--- config.mk ---
export PLATFORM = sky130hd
export DESIGN_NAME = mem_access
export DESIGN_NICKNAME = d
export VERILOG_FILES = /design/src/rtl/mem_access.sv
export SDC_FILE = /design/constraint.sdc
export NUM_CORES = 1
export LEC_CHECK = 0
export BUFFER_PORTS_ARGS = -buffer_cell sky130_fd_sc_hd__buf_2
export CAP_MARGIN = 15
export CORE_UTILIZATION = 52
export CTS_CLUSTER_DIAMETER = 100
export DETAILED_ROUTE_END_ITERATION = 6
export MAX_ROUTING_LAYER = met4
export PLACE_DENSITY = 0.81
export SLEW_MARGIN = 20
export SYNTH_ARGS = -nofsm -noshare
export SYNTH_HDL_FRONTEND = slang
export SYNTH_SLANG_ARGS = --single-unit
--- constraint.sdc ---
create_clock -name clk_i -period 2.18 [get_ports clk_i]
set_clock_uncertainty 0.1 [all_clocks]
set_input_delay 0.218 -clock clk_i [delete_from_list [all_inputs] [get_ports clk_i]]
set_output_delay 0.218 -clock clk_i [all_outputs]
set_load 0.005 [all_outputs]
--- src/rtl/mem_access.sv ---
`default_nettype none
// ============================================================================
// Module      : mem_access
// Description : Memory stage between execute and writeback. Passes ALU
//               results through, runs load/store handshakes on the data bus,
//               extends load data and stalls upstream while a bus
//               transaction is outstanding.
// Revision    : 1.0 - initial release
// ============================================================================
module mem_access #(
  parameter int XLEN    = 32,
  parameter int TIMEOUT = 255
) (
  input  logic            clk_i,
  input  logic            rst_n_i,
  input  logic            E_valid_i,
  input  logic [XLEN-1:0] E_valE_i,
  input  logic [XLEN-1:0] E_rs2_data_i,
  input  logic            E_op_load_i,
  input  logic            E_op_store_i,
  input  logic [2:0]      E_funct3_i,
  input  logic [4:0]      E_rd_i,
  input  logic            E_wb_en_i,
  output logic            M_stall_o,
  output logic            dmem_req_o,
  output logic            dmem_we_o,
  output logic [XLEN-1:0] dmem_addr_o,
  output logic [XLEN-1:0] dmem_wdata_o,
  output logic [3:0]      dmem_wstrb_o,
  input  logic            dmem_gnt_i,
  input  logic            dmem_rvalid_i,
  input  logic [XLEN-1:0] dmem_rdata_i,
  output logic            M_valid_o,
  output logic [XLEN-1:0] M_valM_o,
  output logic [4:0]      M_rd_o,
  output logic            M_wb_en_o,
  output logic            M_misalign_o,
  output logic            M_bus_err_o
);

  localparam int CNT_W = $clog2(TIMEOUT + 1);
  localparam logic [CNT_W-1:0] TMO_LAST = CNT_W'(TIMEOUT - 1);

  typedef enum logic [1:0] {
    IDLE = 2'd0,
    REQ  = 2'd1,
    WAIT = 2'd2
  } state_t;

  state_t          state;
  logic [CNT_W-1:0] tmo_cnt;

  // transaction context latched when a memory op is accepted
  logic [XLEN-1:0] addr_q;
  logic [XLEN-1:0] wdata_q;
  logic [3:0]      wstrb_q;
  logic            we_q;
  logic [2:0]      funct3_q;
  logic [4:0]      rd_q;
  logic            wb_en_q;

  // decode of the incoming instruction
  logic            is_mem;
  logic            is_byte;
  logic            is_half;
  logic            misalign;
  logic [XLEN-1:0] st_wdata;
  logic [3:0]      st_wstrb;
  logic            tmo_hit;

  // load data path
  logic [XLEN-1:0] rd_shift;
  logic [XLEN-1:0] ld_ext;

  assign M_stall_o    = (state != IDLE);
  assign dmem_req_o   = (state == REQ);
  assign dmem_we_o    = we_q;
  assign dmem_addr_o  = addr_q;
  assign dmem_wdata_o = wdata_q;
  assign dmem_wstrb_o = wstrb_q;
  // counter keeps running on the gnt cycle, so compare with >= to stay safe
  assign tmo_hit      = (tmo_cnt >= TMO_LAST);

  // size decode, alignment check and store lane formatting
  always_comb begin
    is_mem   = E_op_load_i | E_op_store_i;
    // funct3[1:0]: 00 byte, 01 half, anything else is a word access
    is_byte  = (E_funct3_i[1:0] == 2'b00);
    is_half  = (E_funct3_i[1:0] == 2'b01);
    misalign = 1'b0;
    st_wdata = E_rs2_data_i;
    st_wstrb = 4'b1111;
    if (is_byte) begin
      st_wdata = {(XLEN/8){E_rs2_data_i[7:0]}};
      st_wstrb = 4'b0001 << E_valE_i[1:0];
    end else if (is_half) begin
      misalign = E_valE_i[0];
      st_wdata = {(XLEN/16){E_rs2_data_i[15:0]}};
      st_wstrb = 4'b0011 << E_valE_i[1:0];
    end else begin
      misalign = (E_valE_i[1:0] != 2'b00);
    end
    misalign = misalign & is_mem;
  end

  // lane select and sign/zero extension of returned load data
  always_comb begin
    rd_shift = dmem_rdata_i >> {addr_q[1:0], 3'b000};
    case (funct3_q)
      3'b000:  ld_ext = {{(XLEN-8){rd_shift[7]}}, rd_shift[7:0]};
      3'b100:  ld_ext = {{(XLEN-8){1'b0}}, rd_shift[7:0]};
      3'b001:  ld_ext = {{(XLEN-16){rd_shift[15]}}, rd_shift[15:0]};
      3'b101:  ld_ext = {{(XLEN-16){1'b0}}, rd_shift[15:0]};
      default: ld_ext = dmem_rdata_i;
    endcase
  end

  // stage FSM with registered writeback outputs
  always_ff @(posedge clk_i) begin
    if (!rst_n_i) begin
      state        <= IDLE;
      tmo_cnt      <= '0;
      addr_q       <= '0;
      wdata_q      <= '0;
      wstrb_q      <= '0;
      we_q         <= 1'b0;
      funct3_q     <= '0;
      rd_q         <= '0;
      wb_en_q      <= 1'b0;
      M_valid_o    <= 1'b0;
      M_valM_o     <= '0;
      M_rd_o       <= '0;
      M_wb_en_o    <= 1'b0;
      M_misalign_o <= 1'b0;
      M_bus_err_o  <= 1'b0;
    end else begin
      M_valid_o    <= 1'b0;
      M_wb_en_o    <= 1'b0;
      M_misalign_o <= 1'b0;
      M_bus_err_o  <= 1'b0;
      case (state)
        IDLE: begin
          if (E_valid_i) begin
            if (!is_mem) begin
              M_valid_o <= 1'b1;
              M_valM_o  <= E_valE_i;
              M_rd_o    <= E_rd_i;
              M_wb_en_o <= E_wb_en_i;
            end else if (misalign) begin
              M_valid_o    <= 1'b1;
              M_valM_o     <= E_valE_i;
              M_rd_o       <= E_rd_i;
              M_misalign_o <= 1'b1;
            end else begin
              // load wins if both op flags are set
              addr_q   <= E_valE_i;
              we_q     <= E_op_store_i & ~E_op_load_i;
              wdata_q  <= st_wdata;
              wstrb_q  <= E_op_load_i ? 4'b0000 : st_wstrb;
              funct3_q <= E_funct3_i;
              rd_q     <= E_rd_i;
              wb_en_q  <= E_wb_en_i;
              tmo_cnt  <= '0;
              state    <= REQ;
            end
          end
        end
        REQ: begin
          if (dmem_gnt_i) begin
            tmo_cnt <= tmo_cnt + 1'b1;
            if (we_q) begin
              M_valid_o <= 1'b1;
              M_valM_o  <= addr_q;
              M_rd_o    <= rd_q;
              state     <= IDLE;
            end else begin
              state <= WAIT;
            end
          end else if (tmo_hit) begin
            M_valid_o   <= 1'b1;
            M_valM_o    <= '0;
            M_rd_o      <= rd_q;
            M_bus_err_o <= 1'b1;
            state       <= IDLE;
          end else begin
            tmo_cnt <= tmo_cnt + 1'b1;
          end
        end
        WAIT: begin
          if (dmem_rvalid_i) begin
            M_valid_o <= 1'b1;
            M_valM_o  <= ld_ext;
            M_rd_o    <= rd_q;
            M_wb_en_o <= wb_en_q;
            state     <= IDLE;
          end else if (tmo_hit) begin
            M_valid_o   <= 1'b1;
            M_valM_o    <= '0;
            M_rd_o      <= rd_q;
            M_bus_err_o <= 1'b1;
            state       <= IDLE;
          end else begin
            tmo_cnt <= tmo_cnt + 1'b1;
          end
        end
        default: state <= IDLE;
      endcase
    end
  end

endmodule
`default_nettype wire

# Yosys cells after proc, flatten, opt, wreduce, memory -nomap -nowiden
# Index checks and enable logic that the tools add are counted.
# totals
elab_cells	102
register_bits	129
output_inout_bits	112
# op_classes
reduce_logical	11
n_lt_le_gt_ge	1
n_addsub	1
n_bitwise	5
n_shift	3
n_mux	54
n_eq_ne	12
# ops
op	n
$mux 32	9
$pmux 32 s4	1
$pmux 32 s3	1
$mux 8	6
$mux 5	7
$shr 32x5->16	1
$pmux 8 s3	1
$pmux 5 s3	1
$mux 1	14
$mux 2	7
$mux 4	3
$reduce_and 4->1	3
$add 8x1->8 const B	1
$ge 8x8->1 const B	1
$ne 2x2->1 const B	4
$eq 3x3->1 const B	2
$pmux 2 s3	1
$reduce_and 5->1	1
$eq 2x1->1 const B	2
$logic_not 2->1	2
$pmux 1 s2	2
$reduce_bool 2->1	2
$shl 1x2->4 const A	1
$shl 2x2->4 const A	1
11 further kinds	13

# Depth between registers and ports, before layout
# logic_depth
word_depth	8
depth_mapped	9
depth_no_buf	7

# Worst setup path after synthesis
# No wires, ideal clock.
# synth_timing
path_type	reg2reg
start	reg state[1]
end	reg M_valM_o[28]
path_buffers	2
setup_time_ns	0.079
required_ns	2.001
slack_ns	0.231
synth_period_minus_slack_ns	1.949
stages_incl_launch_ff	9
arrival_time_ns	1.771
path_cell_list	dfxtp_1 inv_1 ha_1 nor2b_1 o22a_1 buf_2 buf_1 o2111ai_1 o221ai_2
# synth_between
elab_chain_cells	3
# synth_rtl
item	line_no	text
start: declaration	50	state_t state;
start signal: assignment	121	state <= IDLE;
start signal: assignment	164	state <= REQ;
start signal: assignment	175	state <= IDLE;
$eq 2x1->1 (*)	--	
named net dmem_req_o	25	output logic dmem_req_o,
$ne 3x2->1 (no source line) / $reduce_bool 3->1 (equally long branches)	--	
$reduce_and 4->1 (no source line)	--	
end signal: assignment	146	M_valM_o <= E_valE_i;
end signal: assignment	151	M_valM_o <= E_valE_i;
end signal: assignment	173	M_valM_o <= addr_q;
end: declaration	34	output logic [XLEN-1:0] M_valM_o,
# The timed path passes the listed nets; every way through them passes the cells marked *.
# A chain may end at the register's enable or synchronous reset.

# Final worst setup path
# layout_timing
start	reg tmo_cnt[1]
end	reg M_rd_o[3]
# layout_between
elab_chain_cells	4
# layout_rtl
item	line_no	text
start: declaration	51	logic [CNT_W-1:0] tmo_cnt;
start signal: assignment	170	tmo_cnt <= tmo_cnt + 1'b1;
start signal: assignment	186	tmo_cnt <= tmo_cnt + 1'b1;
start signal: assignment	203	tmo_cnt <= tmo_cnt + 1'b1;
$ge 8x8->1 (*)	82	assign tmo_hit = (tmo_cnt >= TMO_LAST);
$mux 5 (*)	--	
$mux 5 (on tied branches)	--	
$pmux 5 s3 (*)	--	
end signal: assignment	147	M_rd_o <= E_rd_i;
end signal: assignment	152	M_rd_o <= E_rd_i;
end signal: assignment	174	M_rd_o <= rd_q;
end: declaration	35	output logic [4:0] M_rd_o,
# Every way passes the cells marked *; elsewhere a longest branch is shown, timed or not.

==> results.md <==
- Outcome: finished, final reports clean
- Layout cells sized above 1: 0.309
- Slew Limit Headroom: 0.658
- Setup CP Type: flop to flop
- FF-to-FF setup slack: roughly 0.05 ns
- Worst Hold Class: input pin to flop
- Hold Vio Cnt, Final: 0
- ANT nets after route: 0
- Worst setup margin: between 0.05 and 0.06 ns
- DRC: 0
- Max stage delay cell, worst path: dfxtp_1
- Crit path arrival time: 2.38 ns
- Clock share of power: 0.435
- Worst Path Required: about 2.4 ns
- Sw Ratio: 0.283
- Via density: ~5.9
- Setup crit end kind: flop
- First-pass GRT wire length: between 30000 and 40000 um
- Final critical-path share of the clock period: 0.977
- Min-delay src: E_rs2_data_i[0]
- CTS max path bufs: 2
- Switching power: 0.00200 W
- Worst hold path cell count: 3
- I/O Buffers: 223
- Final #Nets: 1212
- Number of global-route vias before repair: 7052
- GRT overflow: 0
- Syn. warnings: 0
- RSZ-0062 raised after global routing: true
- Fin util: 0.720
- Post-Place Worst Slack: 0.00300 ns
- Clock-pin slew on the worst setup and hold paths: roughly 0.060 ns
- Syn Nets: 960
- Max stage delay on crit path: 0.45 ns
- Max frequency: 469 MHz
- Synth async-reset ratio: 0
- Worst reg-to-reg path cell count: 7
- Per-cell routed wire length: between 15 and 20 um
- Die Y: approximately 120 um
- Post-Syn Area: 0.00711 mm2
- Placed insts: 1203
- PwrDens: 737 mW/mm2
- Die footprint: around 0.014 mm2
- Int Pwr: 0.00506 W
- Ports: 224
- Initial Util: 0.535
- Gpl congestion: roughly 0.93
- CP Cell Sequence: ha_1, o2111ai_2, o311ai_1, buf_4, and2_1, a21oi_1, o2bb2ai_1
- Seq pwr share: 0.377
- Max VDD drop: 0.000541 V
- Hpwl dp: 15500 um
- #FFs+latches synth: 129
- Final min period: 2.13 ns
- Die X: 119 um
- Top_reg_cell synth: dfxtp_1
- Final Non-Filler Cells: between 1000 and 1500
- Global-route usage over all layers: 0.330
- Post-Synthesis Cells: 838
- Reg2reg end: M_rd_o[3]
- CTS Sinks: 129
- Drt total wl: 22800 um
- Num CTS Buffers: 17
- Crit-path max FO: 6
- Clock Latency Late Sink: 0.42 ns
- CTS HTree Levels: 4
- DR pass1 iterations: 5
- Clk root buf: clkbuf_16
- Leak pwr: 4.20 nW
- Final Setup Violations: 0
- Drt first-iter violations: roughly 770
- Antenna violations before repair: 1
- Post-synth EDFFs: 0
- Layout area overhead: 34.6%
- Mean Syn Cell Area: 8.49 um2
- Hold Crit Endpoint: dmem_wdata_o[0]
- FF-to-FF Start: tmo_cnt[1]
- MaxCap Viol Count: 0
- Measured slew at the worst slew-check pin: 0.511 ns
- Crit start category: flop
- Register area share after synthesis: 0.363
- Core footprint: approximately 0.013 mm2
- Max-slew violations: 0
- Num rows: 42
- Unique masters post-synth: 67
- Setup TNS: 0 ns
- Combinational power share: 0.188
- Via count: 7518
- TritonCTS clock tree: done
- Total power: slightly above 0.007 W
- Largest net degree at the start of global routing: 91
==> sequential cells by signal, indices dropped and copies added, names as in the netlist <==
name / count
M_valM_o: 32
dmem_addr_o: 32
dmem_wdata_o: 32
tmo_cnt: 8
M_rd_o: 5
rd_q: 5
dmem_wstrb_o: 4
funct3_q: 3
state: 2
M_bus_err_o: 1
M_misalign_o: 1
M_valid_o: 1
M_wb_en_o: 1
dmem_we_o: 1
wb_en_q: 1
==> stage by stage <==
step | instance area [um2] | hold WS, ns
floorplan | 7110 | 0.263
global placement | 8470 | 0.348
detailed placement | 8470 | 0.341
CTS | 9530 | 0.00298
global route | 9580 | 0.0134
finish | 9580 | 0.00692
==> area by class of cell <==
cell class	instances	area [um2]
multi-input combinational	604	4100
fill	1030	3720
sequential	129	2580
timing repair buffer	302	1900
clock buffer	17	425
tap	176	220
clock inverter	15	209
inverter	36	135
antenna	1	2.50
==> power by group through the flow <==
stage	logic, W	registers [W]	clock network [W]
after floorplan	0.000705	0.00269	0
after global placement	0.00121	0.00270	0
after detailed placement	0.00123	0.00270	0
after CTS	0.00130	0.00265	0.00309
after global routing	0.00143	0.00268	0.00320
final	0.00132	0.00266	0.00307
==> cells by family after synthesis <==
family          count (synthesis)  synth area share
fa+ha+maj                      10            0.0176
simple gates                  272             0.172
flops                         129             0.363
mux                            27            0.0440
compound gates                295             0.337
buf+inv                       105            0.0658
==> cells in the final DEF, fill, tap and decap left out, types with 6 or more instances in the layout <==
cell type / netlist / routed
dlygate4sd3_1: 0 / 42
nand3_1: 18 / 18
o2111ai_1: 19 / 18
nand2_1: 156 / 156
o21ai_0: 60 / 60
buf_2: 23 / 223
o221ai_1: 14 / 14
a22o_1: 9 / 9
a21oi_1: 26 / 26
mux2i_1: 20 / 20
a221oi_1: 9 / 9
clkinvlp_4: 0 / 6
buf_4: 2 / 29
o2bb2ai_1: 17 / 17
a21boi_0: 52 / 52
o221ai_2: 10 / 10
ha_1: 10 / 9
nor2_1: 34 / 33
dfxtp_1: 129 / 127
o211ai_1: 6 / 6
nor2b_1: 19 / 17
o211a_1: 23 / 23
buf_12: 0 / 6
a221oi_2: 10 / 10
clkbuf_16: 0 / 17
and2_1: 12 / 12
nor3_1: 9 / 9
inv_1: 36 / 36
==> worst max-delay path by stage <==
| stage | from | slack [ns] | to |
|---|---|---|---|
| floorplan | state[1] | 0.23 | M_valM_o[28] |
| global placement | tmo_cnt[1] | -0.06 | M_rd_o[4] |
| detailed placement | tmo_cnt[1] | 0.003 | M_rd_o[3] |
| CTS | tmo_cnt[1] | 0.06 | M_rd_o[3] |
| global route | tmo_cnt[1] | -0.04 | M_rd_o[4] |
| finish | tmo_cnt[1] | 0.05 | M_rd_o[3] |
==> per-layer routing <==
metal	vias up	GRT usage	wire length, um
met3	88	0.0819	1880
met5	-	-	0
met4	0	0.169	911
met2	372	0.489	10400
li1	3563	-	-
met1	3495	0.417	9620
==> Yosys cell counts (2+ instances only) <==
cell type | n | area share
nand2_1 | 156 | 0.082
dfxtp_1 | 129 | 0.36
o21ai_0 | 60 | 0.042
a21boi_0 | 52 | 0.055
clkbuf_1 | 38 | 0.020
inv_1 | 36 | 0.019
nor2_1 | 34 | 0.018
a21oi_1 | 26 | 0.018
buf_2 | 23 | 0.016
o211a_1 | 23 | 0.032
mux2i_1 | 20 | 0.028
nor2b_1 | 19 | 0.017
o2111ai_1 | 19 | 0.023
nand3_1 | 18 | 0.013
o2bb2ai_1 | 17 | 0.021
o221ai_1 | 14 | 0.017
and2_1 | 12 | 0.011
a221oi_2 | 10 | 0.021
ha_1 | 10 | 0.018
o221ai_2 | 10 | 0.021
a221oi_1 | 9 | 0.011
a22o_1 | 9 | 0.011
nor3_1 | 9 | 0.0063
o211ai_1 | 6 | 0.0063
a31oi_1 | 5 | 0.0044
buf_6 | 5 | 0.0079
a211o_1 | 4 | 0.0049
mux2_2 | 4 | 0.0063
nand2b_1 | 4 | 0.0035
or2_2 | 4 | 0.0035
a211oi_1 | 3 | 0.0032
a211oi_4 | 3 | 0.0084
a2bb2oi_1 | 3 | 0.0037
nor3b_1 | 3 | 0.0032
a21o_1 | 2 | 0.0021
a22oi_1 | 2 | 0.0021
a32oi_1 | 2 | 0.0025
and3b_1 | 2 | 0.0025
buf_4 | 2 | 0.0021
mux4_1 | 2 | 0.0074
o2111a_1 | 2 | 0.0032
o31ai_4 | 2 | 0.0060
==> worst max-delay path: cells and delay by family, from the launching register on <==
kind,cells,cell delay [ns]
flops,1,0.45
buf+inv,1,0.18
compound gates,4,0.87
simple gates,1,0.23
fa+ha+maj,1,0.22
==> what timing repair did <==
action	in CTS	in global routing
endpoints found under the setup margin	5	31
hold endpoints to repair	45	0
pin swaps	0	2
resized for setup	1	8
buffers inserted	0	2
hold buffers	42	0
Power figures use the tool's default switching activity.
